==> config.mk <==
export PLATFORM = sky130hd
export DESIGN_NAME = alarm_sequencer_flat
export DESIGN_NICKNAME = d
export VERILOG_FILES = /design/src/rtl/alarm_sequencer_if.sv /design/src/rtl/alarm_sequencer.sv /design/src/flat_wrapper.sv
export SDC_FILE = /design/constraint.sdc
export NUM_CORES = 1
export LEC_CHECK = 0
export CORE_AREA = 2 2 70 72
export CTS_CLUSTER_SIZE = 14
export DETAILED_ROUTE_END_ITERATION = 6
export DIE_AREA = 0 0 72 74
export PLACE_DENSITY = 0.72
export REMOVE_ABC_BUFFERS = 1
export SYNTH_ARGS = -nofsm -noshare
export SYNTH_HDL_FRONTEND = slang
export SYNTH_SLANG_ARGS = --single-unit
export TNS_END_PERCENT = 10
==> constraint.sdc <==
create_clock -name clk -period 2.8 [get_ports clk]
set_input_delay 0.56 -clock clk [delete_from_list [all_inputs] [get_ports clk]]
set_output_delay 0.56 -clock clk [all_outputs]
set_load 0.005 [all_outputs]
==> src/rtl/alarm_sequencer_if.sv <==
// Signal bundle between the alarm sequencer and its surroundings: time compare,
// debounced buttons, buzzer enable and status outputs.
interface alarm_sequencer_if;
    logic       alarm_en;
    logic       time_match;
    logic       snooze_btn;
    logic       stop_btn;
    logic       buzzer_en;
    logic [1:0] state;
    logic [3:0] snooze_cnt;
    logic       missed;

    modport master (
        output alarm_en, time_match, snooze_btn, stop_btn,
        input  buzzer_en, state, snooze_cnt, missed
    );

    modport slave (
        input  alarm_en, time_match, snooze_btn, stop_btn,
        output buzzer_en, state, snooze_cnt, missed
    );
endinterface

==> src/rtl/alarm_sequencer.sv <==
// Alarm-clock controller: rings on a time_match rising edge, beeps the buzzer in an
// ON/OFF tick pattern, and handles snooze, stop and unanswered-ring timeout.
module alarm_sequencer #(
    parameter int unsigned TICK_DIV     = 100000000,
    parameter int unsigned ON_TICKS     = 1,
    parameter int unsigned OFF_TICKS    = 1,
    parameter int unsigned RING_TIMEOUT = 60,
    parameter int unsigned SNOOZE_TICKS = 300,
    parameter int unsigned MAX_SNOOZE   = 3
) (
    input  logic               clk,
    input  logic               rst_n,
    alarm_sequencer_if.slave   bus
);

    localparam int unsigned TickMax = (RING_TIMEOUT > SNOOZE_TICKS) ? RING_TIMEOUT : SNOOZE_TICKS;
    localparam int unsigned PreW    = $clog2(TICK_DIV + 1);
    localparam int unsigned TickW   = $clog2(TickMax + 1);
    localparam int unsigned BeepW   = $clog2(ON_TICKS + OFF_TICKS + 1);

    localparam logic [PreW-1:0]  PreLast    = PreW'(TICK_DIV - 1);
    localparam logic [TickW-1:0] RingLast   = TickW'(RING_TIMEOUT - 1);
    localparam logic [TickW-1:0] SnoozeLast = TickW'(SNOOZE_TICKS - 1);
    localparam logic [BeepW-1:0] BeepLast   = BeepW'(ON_TICKS + OFF_TICKS - 1);
    localparam logic [BeepW-1:0] BeepOn     = BeepW'(ON_TICKS);
    localparam logic [3:0]       SnoozeMax  = 4'(MAX_SNOOZE);

    typedef enum logic [1:0] {
        StIdle    = 2'b00,
        StRinging = 2'b01,
        StSnooze  = 2'b10
    } state_e;

    state_e           state_q, state_d;
    logic [PreW-1:0]  pre_q, pre_d;
    logic [TickW-1:0] tick_q, tick_d;
    logic [BeepW-1:0] beep_q, beep_d;
    logic [3:0]       snz_q, snz_d;
    logic             missed_q, missed_d;
    logic             buzzer_q, buzzer_d;
    logic             match_q;
    logic             trigger, tick;

    always_comb begin
        trigger  = bus.time_match & ~match_q;
        tick     = (pre_q == PreLast);
        state_d  = state_q;
        snz_d    = snz_q;
        missed_d = missed_q;

        if (!bus.alarm_en) begin
            state_d = StIdle;
        end else begin
            case (state_q)
                StIdle: begin
                    if (trigger) begin
                        state_d  = StRinging;
                        missed_d = 1'b0;
                        snz_d    = '0;
                    end else if (bus.stop_btn) begin
                        missed_d = 1'b0;
                    end
                end
                StRinging: begin
                    // An accepted snooze beats a coincident timeout; a refused one does not.
                    if (bus.stop_btn) begin
                        state_d = StIdle;
                    end else if (bus.snooze_btn && (snz_q < SnoozeMax)) begin
                        state_d = StSnooze;
                        snz_d   = snz_q + 4'd1;
                    end else if (tick && (tick_q == RingLast)) begin
                        state_d  = StIdle;
                        missed_d = 1'b1;
                    end
                end
                StSnooze: begin
                    if (bus.stop_btn) begin
                        state_d = StIdle;
                    end else if (tick && (tick_q == SnoozeLast)) begin
                        state_d = StRinging;
                    end
                end
                default: state_d = StIdle;
            endcase
        end

        if (state_d == StIdle) begin
            snz_d = '0;
        end

        // Timers restart on every state change so each duration is exact.
        pre_d  = '0;
        tick_d = '0;
        beep_d = '0;
        if ((state_d == state_q) && (state_q != StIdle)) begin
            if (tick) begin
                tick_d = tick_q + 1'b1;
                beep_d = (beep_q == BeepLast) ? '0 : beep_q + 1'b1;
            end else begin
                pre_d  = pre_q + 1'b1;
                tick_d = tick_q;
                beep_d = beep_q;
            end
        end

        buzzer_d = (state_d == StRinging) && (beep_d < BeepOn);
    end

    always_ff @(posedge clk or negedge rst_n) begin
        if (!rst_n) begin
            state_q  <= StIdle;
            pre_q    <= '0;
            tick_q   <= '0;
            beep_q   <= '0;
            snz_q    <= '0;
            missed_q <= 1'b0;
            buzzer_q <= 1'b0;
            match_q  <= 1'b1;
        end else begin
            state_q  <= state_d;
            pre_q    <= pre_d;
            tick_q   <= tick_d;
            beep_q   <= beep_d;
            snz_q    <= snz_d;
            missed_q <= missed_d;
            buzzer_q <= buzzer_d;
            match_q  <= bus.time_match;
        end
    end

    assign bus.buzzer_en  = buzzer_q;
    assign bus.state      = state_q;
    assign bus.snooze_cnt = snz_q;
    assign bus.missed     = missed_q;

endmodule

==> src/flat_wrapper.sv <==
// flat-port wrapper written by rule: the top's interface ports become plain ports
module alarm_sequencer_flat 
#(
    parameter int unsigned TICK_DIV     = 100000000,
    parameter int unsigned ON_TICKS     = 1,
    parameter int unsigned OFF_TICKS    = 1,
    parameter int unsigned RING_TIMEOUT = 60,
    parameter int unsigned SNOOZE_TICKS = 300,
    parameter int unsigned MAX_SNOOZE   = 3
)
  (clk, rst_n, bus_alarm_en, bus_time_match, bus_snooze_btn, bus_stop_btn, bus_buzzer_en, bus_state, bus_snooze_cnt, bus_missed);
  alarm_sequencer_if bus_i ();
  input  logic clk;
  input  logic rst_n;
  input wire logic [$bits(bus_i.alarm_en)-1:0] bus_alarm_en;
  input wire logic [$bits(bus_i.time_match)-1:0] bus_time_match;
  input wire logic [$bits(bus_i.snooze_btn)-1:0] bus_snooze_btn;
  input wire logic [$bits(bus_i.stop_btn)-1:0] bus_stop_btn;
  output wire logic [$bits(bus_i.buzzer_en)-1:0] bus_buzzer_en;
  output wire logic [$bits(bus_i.state)-1:0] bus_state;
  output wire logic [$bits(bus_i.snooze_cnt)-1:0] bus_snooze_cnt;
  output wire logic [$bits(bus_i.missed)-1:0] bus_missed;
  assign bus_i.alarm_en = bus_alarm_en;
  assign bus_i.time_match = bus_time_match;
  assign bus_i.snooze_btn = bus_snooze_btn;
  assign bus_i.stop_btn = bus_stop_btn;
  assign bus_buzzer_en = bus_i.buzzer_en;
  assign bus_state = bus_i.state;
  assign bus_snooze_cnt = bus_i.snooze_cnt;
  assign bus_missed = bus_i.missed;
  alarm_sequencer #(.TICK_DIV(TICK_DIV), .ON_TICKS(ON_TICKS), .OFF_TICKS(OFF_TICKS), .RING_TIMEOUT(RING_TIMEOUT), .SNOOZE_TICKS(SNOOZE_TICKS), .MAX_SNOOZE(MAX_SNOOZE)) u_core (.clk(clk), .rst_n(rst_n), .bus(bus_i));
endmodule
* Yosys cells after proc, flatten, opt, wreduce, memory -nomap -nowiden
Index checks and enable logic that the tools add are counted.
W data, S select, Z words.
** Cells by class
- Bitwise gates (word level) :: 2
- Equal/unequal tests :: 16
- $lt $le $gt $ge :: 2
- Reduce and logical (&&, ||, !) cells :: 13
- Add/subtract/negate cells :: 4
- Multiplexer cells :: 27
** Operator list (number)
- $mux W27 :: 2
- $add A27 B1 Y27 const B :: 1
- $eq A27 B27 Y1 const B :: 1
- $mux W2 :: 10
- $mux W4 :: 5
- $mux W9 :: 2
- $add A9 B1 Y9 const B :: 1
- $eq A9 B6 Y1 const B :: 1
- $eq A9 B9 Y1 const B :: 1
- $pmux W4 S2 :: 1
- $eq A2 B1 Y1 const B :: 3
- $ne A3 B1 Y1 const B :: 2
- $ne A3 B2 Y1 const B :: 2
- $pmux W2 S3 :: 1
- $reduce_and A6 Y1 :: 1
- $reduce_bool A2 Y1 :: 3
- $logic_and A1 B1 Y1 :: 5
- $mux W1 :: 5
- $reduce_and A5 Y1 :: 1
- $add A4 B1 Y4 const B :: 1
- $logic_not A2 Y1 :: 2
- $lt A4 B2 Y1 const B :: 1
- $ne A2 B1 Y1 const B :: 2
- $ne A2 B2 Y1 const B :: 2
- 8 further kinds :: 8
** Storage, ports and cells
- Register bits after elaboration :: 47
- Output and inout bits :: 8

* Longest topological paths before layout
- Depth after elaboration :: 12
- Depth in mapped cells :: 10

* Least setup slack after synthesis
Ideal clock, no wire load.
- Path type :: register to register
- From :: reg u_core.snz_q[0], in the netlist u_core.bus.snooze_cnt[0]
- To :: reg u_core.pre_q[16]
- Data arrival time :: 2.002 ns
- Path slack :: 0.666 ns
- Stages on the path, launching flop included :: 7
- Buffers on the path :: 1
- Cell sequence :: dfrtp_1 > ha_1 > nor4b_1 > nor3_1 > o211ai_1 > clkbuf_1 > nor2_1
** On the way
- Cells in the longest elaborated chain, start to end :: 9
** RTL lines
- from (decl) :: RTL line alarm_sequencer.sv:38 : logic [3:0] snz_q, snz_d;
- from (signal assigned) :: RTL line alarm_sequencer.sv:124 : snz_q <= snz_d;
- $lt A4 B2 Y1 :: RTL line alarm_sequencer.sv:68 : end else if (bus.snooze_btn && (snz_q < SnoozeMax)) begin
- $logic_and A1 B1 Y1 :: RTL line alarm_sequencer.sv:68
- $mux W2 :: RTL line alarm_sequencer.sv:68
- $mux W2 :: RTL line alarm_sequencer.sv:66 : if (bus.stop_btn) begin
- $pmux W2 S3 :: RTL line alarm_sequencer.sv:54 : case (state_q)
- $mux W2 :: RTL line alarm_sequencer.sv:51 : if (!bus.alarm_en) begin
- $eq A2 B2 Y1 :: RTL line alarm_sequencer.sv:95 : if ((state_d == state_q) && (state_q != StIdle)) begin
- $logic_and A1 B1 Y1 :: RTL line alarm_sequencer.sv:95
- $mux W27 :: RTL line alarm_sequencer.sv:95
- net u_core.pre_d[16] :: RTL line alarm_sequencer.sv:35 : logic [PreW-1:0] pre_q, pre_d;
- to (signal assigned) :: RTL line alarm_sequencer.sv:121 : pre_q <= pre_d;
- to (decl) :: RTL line alarm_sequencer.sv:35
The timed path passes the listed nets, and every way through them passes these cells.
A chain may end at the register's enable or synchronous reset.

* Final worst setup path
- From :: reg u_core.pre_q[0]
- To :: reg u_core.tick_q[5]
** On the way
- Cells in the longest elaborated chain, start to end :: 10
- Elaborated cells on any way between the ends :: 14
- Classes of those cells :: 3 x eq/ne; 8 x mux; 3 x reduce/logical
** RTL lines
- $eq A27 B27 Y1 * :: RTL line alarm_sequencer.sv:46 : tick = (pre_q == PreLast);
- $logic_and A1 B1 Y1 :: RTL line alarm_sequencer.sv:71 : end else if (tick && (tick_q == RingLast)) begin
- $mux W2 :: RTL line alarm_sequencer.sv:71
- $mux W2 :: RTL line alarm_sequencer.sv:68
- $mux W2 :: RTL line alarm_sequencer.sv:66
- $pmux W2 S3 :: RTL line alarm_sequencer.sv:54
- $mux W2 :: RTL line alarm_sequencer.sv:51
- $eq A2 B2 Y1 :: RTL line alarm_sequencer.sv:95
- $logic_and A1 B1 Y1 :: RTL line alarm_sequencer.sv:95
- $ne A2 B1 Y1 (no line) / $mux W9 (equally long branches)
- to (signal assigned) :: RTL line alarm_sequencer.sv:122 : tick_q <= tick_d;
- to (decl) :: RTL line alarm_sequencer.sv:36 : logic [TickW-1:0] tick_q, tick_d;
Every way passes the cells marked *; elsewhere a longest branch is shown, timed or not.

==> impl_metrics.prom <==
# TYPE chip_impl_metric gauge
chip_impl_info{name="status",value="finished, final reports clean"} 1
chip_impl_info{name="critical_path_cell_by_cell",value="ha_1 > and3_1 > nand2_2 > or3_1 > o211ai_2 > and2_1 > buf_4 > nor2b_1"} 1
chip_impl_metric{name="finalSetupViolCount",unit=""} 0
chip_impl_metric{name="num-nets-final",unit=""} 277
chip_impl_metric{name="postCtsSetupBuffers",unit=""} 0
chip_impl_metric{name="synthDominantCellAreaShare",unit="%"} 47.45
chip_impl_metric{name="vias_per_cell",unit=""} 5.635
chip_impl_metric{name="maxCapViolCount",unit=""} 0
chip_impl_metric{name="die_wd",unit="microns"} 72
chip_impl_metric{name="power-per-cell-area",unit="mW/mm^2"} 433.7
chip_impl_info{name="timing_worst_setup_path_type",value="flop to flop"} 1
chip_impl_metric{name="die_y",unit="microns"} 74
chip_impl_info{name="rr_startpoint",value="u_core.pre_q[0]"} 1
chip_impl_metric{name="syn-cell-area",unit="sq mm"} 0.002426
chip_impl_metric{name="cts-buffers-inserted",unit=""} 5
chip_impl_metric{name="wirelength",unit="microns"} 4492
chip_impl_metric{name="synth_async_sr_flop_share",unit="%"} 100.0
chip_impl_metric{name="rows",unit=""} 25
chip_impl_metric{name="route.detailed.drc",unit=""} 0
chip_impl_metric{name="standard_cell_core_area",unit="sq mm"} 0.004598
chip_impl_metric{name="port-buffer-count",unit=""} 13
chip_impl_metric{name="dpl-instance-area",unit="sq mm"} 0.002600
chip_impl_metric{name="design.die.area",unit="sq mm"} 0.005328
chip_impl_metric{name="post_cts.resized_instances",unit=""} 0
chip_impl_metric{name="cts_buffer_depth",unit=""} 2
chip_impl_metric{name="relative_slew_slack",unit="%"} 63.88
chip_impl_metric{name="drv_slew",unit=""} 0
chip_impl_metric{name="synth_warnings",unit=""} 0
chip_impl_metric{name="post_synth_num_cell_types",unit=""} 42
chip_impl_info{name="synth_top_cell_by_area",value="sky130_fd_sc_hd__dfrtp_1"} 1
chip_impl_info{name="critical_path.startpoint_type",value="flop"} 1
chip_impl_info{name="grt_setup_unrepaired",value="no"} 1
chip_impl_metric{name="initial_core_utilization",unit="%"} 52.76
chip_impl_metric{name="cts_hold_buffers",unit=""} 0
chip_impl_metric{name="leakagePower",unit="nW"} 1.102
chip_impl_metric{name="sequential_to_total_area_share_from_yosys_stat",unit="%"} 48.53
chip_impl_metric{name="syn_to_final_growth",unit="%"} 11.29
chip_impl_info{name="clockRootBuffer",value="sky130_fd_sc_hd__clkbuf_8"} 1
chip_impl_metric{name="slowest_delay",unit="ns"} 0.47
chip_impl_metric{name="finalHoldViolations",unit=""} 0
chip_impl_metric{name="grt-ovfl-total",unit=""} 0
chip_impl_metric{name="critical_path_peak_fanout",unit=""} 12
chip_impl_metric{name="m1WireLength",unit="microns"} 2120
chip_impl_metric{name="final_antenna_net_count",unit=""} 0
chip_impl_metric{name="tightestPinTransition",unit="ns"} 0.5417
chip_impl_metric{name="reg_to_reg_setup_timing_slack",unit="ns"} 0.36
chip_impl_metric{name="antenna_found_initial",unit=""} 0
chip_impl_info{name="worstHoldPathType",value="input port to async pin"} 1
chip_impl_metric{name="first_global_vias",unit=""} 1829
chip_impl_metric{name="maxClockFrequency",unit="GHz"} 0.4090
chip_impl_info{name="r2r_end",value="u_core.tick_q[5]"} 1
chip_impl_metric{name="final_period_minus_worst_setup_slack",unit="ns"} 2.445
chip_impl_metric{name="timing.reg2reg.worst_path_depth",unit=""} 8
chip_impl_metric{name="avgSynthCellArea",unit="sq um"} 9.666
chip_impl_metric{name="fillerInstances",unit=""} 425
chip_impl_metric{name="yosys_register_bits",unit=""} 47
chip_impl_metric{name="grt_max_degree",unit=""} 25
chip_impl_metric{name="synthesis.instances",unit=""} 251
chip_impl_metric{name="clock_sinks",unit=""} 47
chip_impl_metric{name="globalRouteTotalUtil",unit="%"} 19.28
chip_impl_metric{name="worst_skew_pair.late_latency",unit="ns"} 0.29
chip_impl_metric{name="setup_skew",unit="ns"} 0.005959
chip_impl_metric{name="met2_length",unit="microns"} 2211
chip_impl_metric{name="diodes",unit=""} 0
chip_impl_metric{name="cts.reportedPaths.clkPinSlew",unit="ns"} 0.08
chip_impl_metric{name="layout-drive-gt1-share",unit="%"} 7.063
chip_impl_info{name="synthTopCellsByArea",value="sky130_fd_sc_hd__dfrtp_1, sky130_fd_sc_hd__nor2_1, sky130_fd_sc_hd__xor2_1, sky130_fd_sc_hd__xnor2_1, sky130_fd_sc_hd__nand2_1"} 1
chip_impl_metric{name="route.met3.wl",unit="microns"} 117
chip_impl_metric{name="total_vias_in_the_final_route",unit=""} 1820
chip_impl_metric{name="grt_pass1_wl",unit="microns"} 8107
chip_impl_metric{name="dr.pass1.iters",unit=""} 4
chip_impl_metric{name="number_of_h_tree_levels",unit=""} 2
chip_impl_metric{name="fin_crit_sh",unit="%"} 87.32
chip_impl_metric{name="setup_tns",unit="ns"} 0
chip_impl_info{name="dominantRegCellSynth",value="sky130_fd_sc_hd__dfrtp_1"} 1
chip_impl_metric{name="design_area",unit="sq mm"} 0.002700
chip_impl_info{name="highest-signal-layer",value="met4"} 1
chip_impl_metric{name="vdd_drop_max",unit="mV"} 0.2949
chip_impl_metric{name="cp.arrival",unit="ns"} 2.63
chip_impl_metric{name="data_required_time_of_the_worst_path",unit="ns"} 2.98
chip_impl_metric{name="dp_hpwl",unit="microns"} 3200
chip_impl_info{name="crit_path_end_kind",value="flop"} 1
chip_impl_info{name="crit_slowest_cell",value="sky130_fd_sc_hd__or3_1"} 1
chip_impl_metric{name="drt_iter0_drc",unit=""} 115
chip_impl_metric{name="boundaryPins",unit=""} 14
chip_impl_metric{name="synth_enable_flop_cells",unit=""} 0
chip_impl_metric{name="finalWeightedCongestion",unit=""} 0.8032
chip_impl_metric{name="wire_per_inst",unit="microns"} 13.91
chip_impl_info{name="source_of_the_critical_timing_path",value="u_core.pre_q[0]"} 1
chip_impl_info{name="tritoncts_clock_tree",value="built"} 1
## logic make-up after synthesis
logic type,synth area share (%)
buf+inv,3.094
fa+ha+maj,1.547
compound gates,5.622
simple gates,29.96
xor+xnor,10.83
mux,0.4126
flops,48.53
## registers in the layout, indices dropped and copies added, names as in the netlist
| register | flops |
|---|---|
| u_core.beep_q | 2 |
| u_core.bus.snooze_cnt | 4 |
| u_core.bus.missed | 1 |
| u_core.match_q | 1 |
| u_core.pre_q | 27 |
| u_core.bus.buzzer_en | 1 |
| u_core.bus.state | 2 |
| u_core.tick_q | 9 |
## layout by cell type, fill, tap and decap left out, types with 10 or more instances in the layout
| cell | n |
|---|---|
| sky130_fd_sc_hd__clkdlybuf4s50_1 | 12 |
| sky130_fd_sc_hd__xnor2_1 | 14 |
| sky130_fd_sc_hd__nand2_1 | 20 |
| sky130_fd_sc_hd__nand4_1 | 12 |
| sky130_fd_sc_hd__xor2_1 | 16 |
| sky130_fd_sc_hd__dfrtp_1 | 46 |
| sky130_fd_sc_hd__nor2_1 | 42 |
| sky130_fd_sc_hd__nand3_1 | 10 |
## metal layers
layer	vias up	track usage (%)
met2	19	32.30
met4	0	6.289
li1	903	-
met5	-	0
met1	893	25.31
met3	5	4.065
## how the worst max path moves through the flow
stage / to / slack (ns) / depth (start not counted)
3_3_place_gp: u_core.pre_q[2] / 0.42 / 8
3_5_place_dp: u_core.tick_q[6] / 0.35 / 8
6_report: u_core.tick_q[5] / 0.36 / 8
2_1_floorplan: u_core.pre_q[11] / 0.29 / 5
4_1_cts: u_core.tick_q[6] / 0.34 / 8
5_1_grt: u_core.tick_q[6] / 0.12 / 8
## cell type report
class	instances	area, sq um	area share, %
clock buffers	8	100.1	3.707
well taps	54	67.56	2.502
flip-flops and latches	47	1177	43.61
repair buffers	18	162.7	6.024
inverters	5	18.77	0.6951
multi-input cells	191	1174	43.47
## synthesized netlist by cell type (2+ instances only)
library cell,count
sky130_fd_sc_hd__ha_1,3
sky130_fd_sc_hd__o211ai_1,4
sky130_fd_sc_hd__nand4_1,12
sky130_fd_sc_hd__o21ai_0,5
sky130_fd_sc_hd__clkbuf_1,2
sky130_fd_sc_hd__nand3_1,10
sky130_fd_sc_hd__nor2b_1,4
sky130_fd_sc_hd__xor2_1,16
sky130_fd_sc_hd__inv_1,5
sky130_fd_sc_hd__and3_1,7
sky130_fd_sc_hd__nand2b_1,2
sky130_fd_sc_hd__a21oi_1,5
sky130_fd_sc_hd__and2_1,7
sky130_fd_sc_hd__nor3_1,6
sky130_fd_sc_hd__buf_6,3
sky130_fd_sc_hd__xnor2_1,14
sky130_fd_sc_hd__dfrtp_1,46
sky130_fd_sc_hd__nor4_1,3
sky130_fd_sc_hd__and4_1,7
sky130_fd_sc_hd__nand2_1,20
sky130_fd_sc_hd__clkbuf_2,2
sky130_fd_sc_hd__or3_1,7
sky130_fd_sc_hd__nor2_1,42
## power breakdown
group	leakage, nW	switching (mW)	internal, mW
registers	0.652	0.00287	0.681
clock network	0.0515	0.216	0.226
logic	0.398	0.0284	0.0171
total	1.10	0.247	0.924
## worst max-delay path, delay by kind of cell (launching register included)
kind | cells | cell delay (ns)
and+or+nand+nor | 5 | 1.30
DFF | 1 | 0.41
buffers and inverters | 1 | 0.23
AOI/OAI and AO/OA | 1 | 0.20
adders and majority gates | 1 | 0.21
## stage by stage
stage          util [%]  power [mW]  std cells  hold slack, ns  setup WS [ns]
2_1_floorplan         -      0.7121        243          0.2644         0.2890
3_3_place_gp      56.54      0.7439        315          0.4943         0.4173
3_5_place_dp      56.54      0.7443        315          0.5040         0.3539
4_1_cts           58.72       1.189        323          0.2524         0.3433
5_1_grt           58.72       1.223        323          0.2706         0.1246
6_report          58.72       1.171        323          0.2376         0.3552
Note: power is estimated with default switching activity, not from simulation.
